`src/rtl/ex_alu_arbiter.sv`:
```
// Two-requester arbiter for the single EX-stage ALU: fixed priority to Req0,
// with a starvation counter that eventually forces a Req1 grant.
module ex_alu_arbiter #(
    parameter int ALU_LATENCY  = 1,
    parameter int STARVE_LIMIT = 4,
    parameter int CNT_W        = 3
) (
    input  logic        ClockInput,
    input  logic        ResetInput,
    input  logic        Req0Valid,
    input  logic [31:0] Req0Instruction,
    input  logic [31:0] Req0PriOperand,
    input  logic [31:0] Req0SecOperand,
    output logic        Req0Ready,
    input  logic        Req1Valid,
    input  logic [31:0] Req1Instruction,
    input  logic [31:0] Req1PriOperand,
    input  logic [31:0] Req1SecOperand,
    output logic        Req1Ready,
    output logic [31:0] AluInstruction,
    output logic [31:0] AluPriOperand,
    output logic [31:0] AluSecOperand,
    input  logic [31:0] AluResult,
    input  logic        AluZeroFlag,
    output logic        Rsp0Valid,
    output logic        Rsp1Valid,
    output logic [31:0] RspResult,
    output logic        RspZeroFlag,
    output logic        Busy
);

    localparam logic [CNT_W-1:0] LAT_INIT   = CNT_W'(ALU_LATENCY);
    localparam logic [CNT_W-1:0] STARVE_MAX = CNT_W'(STARVE_LIMIT);
    localparam logic [CNT_W-1:0] CNT_ONE    = CNT_W'(1);

    typedef enum logic [1:0] {
        IDLE = 2'd0,
        EXEC = 2'd1,
        DONE = 2'd2
    } state_t;

    state_t           state;
    state_t           state_next;
    logic [CNT_W-1:0] lat_cnt;
    logic [CNT_W-1:0] starve_cnt;
    logic             owner;
    logic             grant0;
    logic             grant1;
    logic             accept;
    logic             lat_done;

    assign lat_done = (lat_cnt == CNT_ONE);

    // Winner selection and next state; grants exist only in IDLE and never during reset.
    always_comb begin
        grant0     = 1'b0;
        grant1     = 1'b0;
        state_next = state;
        case (state)
            IDLE: begin
                if (!ResetInput) begin
                    if (Req1Valid && (!Req0Valid || starve_cnt == STARVE_MAX)) begin
                        grant1 = 1'b1;
                    end else if (Req0Valid) begin
                        grant0 = 1'b1;
                    end
                end
                if (grant0 || grant1) begin
                    state_next = EXEC;
                end
            end
            EXEC: begin
                if (lat_done) begin
                    state_next = DONE;
                end
            end
            DONE: begin
                state_next = IDLE;
            end
            default: begin
                state_next = IDLE;
            end
        endcase
    end

    assign accept    = grant0 || grant1;
    assign Req0Ready = grant0;
    assign Req1Ready = grant1;
    assign Busy      = (state == EXEC) || (state == DONE);

    always_ff @(posedge ClockInput or posedge ResetInput) begin
        if (ResetInput) begin
            state      <= IDLE;
            lat_cnt    <= '0;
            starve_cnt <= '0;
            owner      <= 1'b0;
        end else begin
            state <= state_next;
            if (state == IDLE && accept) begin
                owner   <= grant1;
                lat_cnt <= LAT_INIT;
                if (grant0 && Req1Valid) begin
                    if (starve_cnt != STARVE_MAX) begin
                        starve_cnt <= starve_cnt + CNT_ONE;
                    end
                end else begin
                    starve_cnt <= '0;
                end
            end else if (state == EXEC) begin
                lat_cnt <= lat_cnt - CNT_ONE;
            end
        end
    end

    // Launch stage: operands of the winner drive the ALU until the next accept.
    always_ff @(posedge ClockInput or posedge ResetInput) begin
        if (ResetInput) begin
            AluInstruction <= '0;
            AluPriOperand  <= '0;
            AluSecOperand  <= '0;
        end else if (state == IDLE && accept) begin
            AluInstruction <= grant1 ? Req1Instruction : Req0Instruction;
            AluPriOperand  <= grant1 ? Req1PriOperand  : Req0PriOperand;
            AluSecOperand  <= grant1 ? Req1SecOperand  : Req0SecOperand;
        end
    end

    // Response stage: result captured once the latency count expires, pulsed to the owner.
    always_ff @(posedge ClockInput or posedge ResetInput) begin
        if (ResetInput) begin
            RspResult   <= '0;
            RspZeroFlag <= 1'b0;
            Rsp0Valid   <= 1'b0;
            Rsp1Valid   <= 1'b0;
        end else if (state == EXEC && lat_done) begin
            RspResult   <= AluResult;
            RspZeroFlag <= AluZeroFlag;
            Rsp0Valid   <= !owner;
            Rsp1Valid   <= owner;
        end else begin
            Rsp0Valid <= 1'b0;
            Rsp1Valid <= 1'b0;
        end
    end

endmodule
```
`config.mk`:
```
export PLATFORM = sky130hd
export DESIGN_NAME = ex_alu_arbiter
export DESIGN_NICKNAME = d
export VERILOG_FILES = /design/src/rtl/ex_alu_arbiter.sv
export SDC_FILE = /design/constraint.sdc
export NUM_CORES = 1
export LEC_CHECK = 0
export CORE_AREA = 3 3 140 142
export CTS_CLUSTER_DIAMETER = 120
export DETAILED_ROUTE_END_ITERATION = 10
export DIE_AREA = 0 0 143 145
export GPL_ROUTABILITY_DRIVEN = 1
export GPL_TIMING_DRIVEN = 0
export PLACE_DENSITY = 0.76
export SYNTH_ARGS = -nofsm -noshare
export SYNTH_HDL_FRONTEND = slang
export SYNTH_SLANG_ARGS = --single-unit
```
`constraint.sdc`:
```
create_clock -name ClockInput -period 6.4 [get_ports ClockInput]
set_input_delay 1.28 -clock ClockInput [delete_from_list [all_inputs] [get_ports ClockInput]]
set_output_delay 1.28 -clock ClockInput [all_outputs]
set_load 0.02 [all_outputs]
```
==> key figures <==
Logic synthesis
  – Ys Warns: 0
  – Netlist cell types: 32
  – Area leader, netlist: dfrtp_1
  – FFs w/ async S/R, synth: 100%
  – Syn nets: 816
  – Synth Register Bits: 140
  – Synth Flop Type: dfrtp_1
  – Area fraction of the dominant cell type after synthesis: 50.6%
  – Seq/Total Area, Yosys: 50.6%
  – Syn Std Cell Area: 0.00693 sq mm
  – Synth Area per Inst: 11.9 sq um
  – Area contributors post-synth: dfrtp_1 51%, a221o_1 14%, and4_1 11%
  – Syn Inst Count: 580
  – Number of flops mapped to enable cells by yosys: 0

Worst setup path
  – Crit path required time: 5.12 ns
  – CP bufs+invs: 5
  – RR Endpoint: AluSecOperand[17]
  – Cell Chain, Critical Path: clkdlybuf4s50_1 > a21bo_1 > buf_4 > nand3_1 > buf_2 > inv_2 > clkdlybuf4s50_1
  – Max stage delay on crit path: 0.56 ns
  – CP max FO: 10
  – Reg2reg start: state[1]
  – Crit path top cell by count: clkdlybuf4s50_1
  – Kind of critical path: in2out
  – FF-to-FF path depth: 8
  – FF-to-FF setup slack: 4.26 ns
  – CP max stage cell: clkdlybuf4s50_1
  – Critical Path End Type: output port
  – Family with the most delay on the worst path: buffers and inverters
  – Arrival time worst endpoint: 3.34 ns
  – Worst Setup Start Kind: input port

Global routing
  – First-pass GRT wire length: 39700 um
  – Initial antenna violation count: 1
  – Vias in the first global route: 6944
  – Largest net degree at the start of global routing: 77
  – Grt total ovfl: 0
  – Gr usage total: 24.8%

Clocking
  – CTS root buf: clkbuf_16
  – Worst-path clk slew: 0.06 ns
  – H-tree depth: 4
  – # clock sinks: 140
  – Postcts setup bufs: 0
  – CTS tree: built
  – Hold_buf cts: 0
  – # resized after CTS: 0
  – CTS Buffer Depth: 2
  – CTS Buf Count: 17
  – Clk Latency, worst-skew pair: 0.42 ns

Placed design
  – # port buffers: 362
  – DP HPWL: 19600 um
  – Dpl cells: 1177
  – Place WS: 1.80 ns
  – Gpl congestion: 0.896

Power
  – Clock Power Share: 19.4%
  – Power per cell area: 453 mW/mm^2
  – Net Sw Frac: 37.1%
  – P_leak: 5.04 nW
  – Flop pwr share: 30.4%
  – NetSw: 0.00193 W
  – Cell Int Power: 0.00326 W
  – Maximum vdd drop: 0.197 mV
  – Combinational share of power: 50.3%

Timing
  – Tcrit/Tclk final: 72.2%
  – Final min period: 4.62 ns
  – Worst Skew: 0.00798 ns
  – RSZ-0062 raised after global routing: no
  – Max Clk Rate: 0.216 GHz
  – Final Max Tran Viols: 0
  – Slew margin rel.: 48.5%
  – Final worst setup slack: 1.78 ns
  – Final setup fails: 0
  – Hold Fails Final Rpt: 0
  – Slew @ Worst Pin: 0.772 ns

Cells and area
  – Leading cell type in the layout, fill and taps excluded: clkdlybuf4s50_1
  – Fraction of layout cells with a size suffix above 1: 10.3%
  – Final net count: 1198
  – Ant diodes: 0
  – Commonest cells after routing, fill and taps aside: 362 x clkdlybuf4s50_1, 140 x dfrtp_1, 96 x a221o_1
  – Area added between synthesis and finish: 65.5%
  – Fin cells: 1209

Floorplan
  – Placeable Area: 0.0186 sq mm
  – Die Area: 0.0207 sq mm
  – Number of core rows: 50
  – Die height: 145 um
  – Ports: 363
  – Chip Width: 143 um
  – Initial core utilization: 37.3%

Route
  – DRT Wirelength: 26200 um
  – Vias/cell: 5.52
  – Drt initial violations: 362
  – Vias: 6673
  – Remaining antenna violation count: 0
  – DR WL/cell: 21.7 um
  – Pre-Repair DR Iteration Count: 5
  – DRC viols: 0

Job
  – Max_cap viols: 0

Worst hold path
  – Hold Path End: Rsp0Valid
  – Hold_sp: owner
  – Worst hold stages: 1
  – Hold crit path type: reg2reg

Run status
  – Status: finished clean
==> sequential cells by signal (all words and copies together), names as in the netlist, 2 cells and up <==
signal,flops
lat_cnt,3
state,2
AluInstruction,32
AluPriOperand,32
starve_cnt,3
RspResult,32
AluSecOperand,32
==> metrics by stage <==
| stage | util (%) | setup TNS [ns] | total power [W] | hold slack (ns) | area (sq um) |
|---|---|---|---|---|---|
| floorplan | - | 0 | 0.00290 | 0.425 | 6930 |
| detailed placement | 58.5 | 0 | 0.00420 | 0.457 | 10900 |
| CTS | 61.7 | 0 | 0.00522 | 0.462 | 11500 |
| finish | 61.7 | 0 | 0.00519 | 0.467 | 11500 |
| global route | 61.7 | 0 | 0.00544 | 0.491 | 11500 |
| global placement | 58.4 | -111.29 | 0.00416 | 0.453 | 10800 |
==> routing by layer <==
layer | part of all wire (%) | global-route usage, % | vias to the layer above
li1 | - | - | 3088
met1 | 40 | 31.5 | 3218
met2 | 49 | 40.1 | 303
met3 | 7.7 | 5.47 | 62
met4 | 3.7 | 11.0 | 2
met5 | 0.050 | 0 | -
==> cells by family after synthesis <==
group,Yosys count,share of synthesized area (%)
flops,140,50.6
fa+ha+maj,7,1.26
mux,35,5.69
compound gates,113,15.7
simple gates,196,20.7
xor+xnor,3,0.379
buf+inv,86,5.72
==> power by group through the flow <==
stage / logic [W] / clock network [W] / registers (W)
floorplan: 0.000846 / 0 / 0.00206
global placement: 0.00258 / 0 / 0.00157
global route: 0.00276 / 0.00106 / 0.00162
finish: 0.00261 / 0.00101 / 0.00158
detailed placement: 0.00262 / 0 / 0.00158
CTS: 0.00263 / 0.00102 / 0.00157
==> worst register-to-register path, delay by kind of cell, from the launching register on <==
family | cells | cell delay [ns]
adders and majority gates | 1 | 0.24
AOI/OAI and AO/OA | 1 | 0.12
and+or+nand+nor | 2 | 0.41
buffers and inverters | 4 | 0.93
DFF | 1 | 0.36
==> cell type report <==
cell class                      count  area (sq um)
Buffer                             76           359
Clock buffer                       18           429
Clock inverter                     14           160
Fill cell                        1543          7110
Inverter                           10          42.5
Multi-Input combinational cell    354          3030
Sequential cell                   140          3500
Tap cell                          234           293
Timing Repair Buffer              363          3650
==> synthesized netlist by cell type, types with 4 or more instances <==
cell	number
and4_1	90
a21boi_0	6
nand2_1	4
nor2_1	4
buf_2	23
clkbuf_1	46
buf_6	5
ha_1	7
dfrtp_1	140
and3_1	90
inv_1	9
mux2_2	35
a221o_1	96
==> worst max path at each step <==
stage | from | end | cells past startpoint
3_3_place_gp | ResetInput | AluPriOperand[11] | 2
5_1_grt | Req0Valid | Req1Ready | 7
2_1_floorplan | ResetInput | AluInstruction[0] | 1
4_1_cts | Req0Valid | Req1Ready | 7
6_report | Req0Valid | Req1Ready | 7
3_5_place_dp | Req0Valid | Req1Ready | 7
No activity file was read; power rests on OpenSTA's default activity.
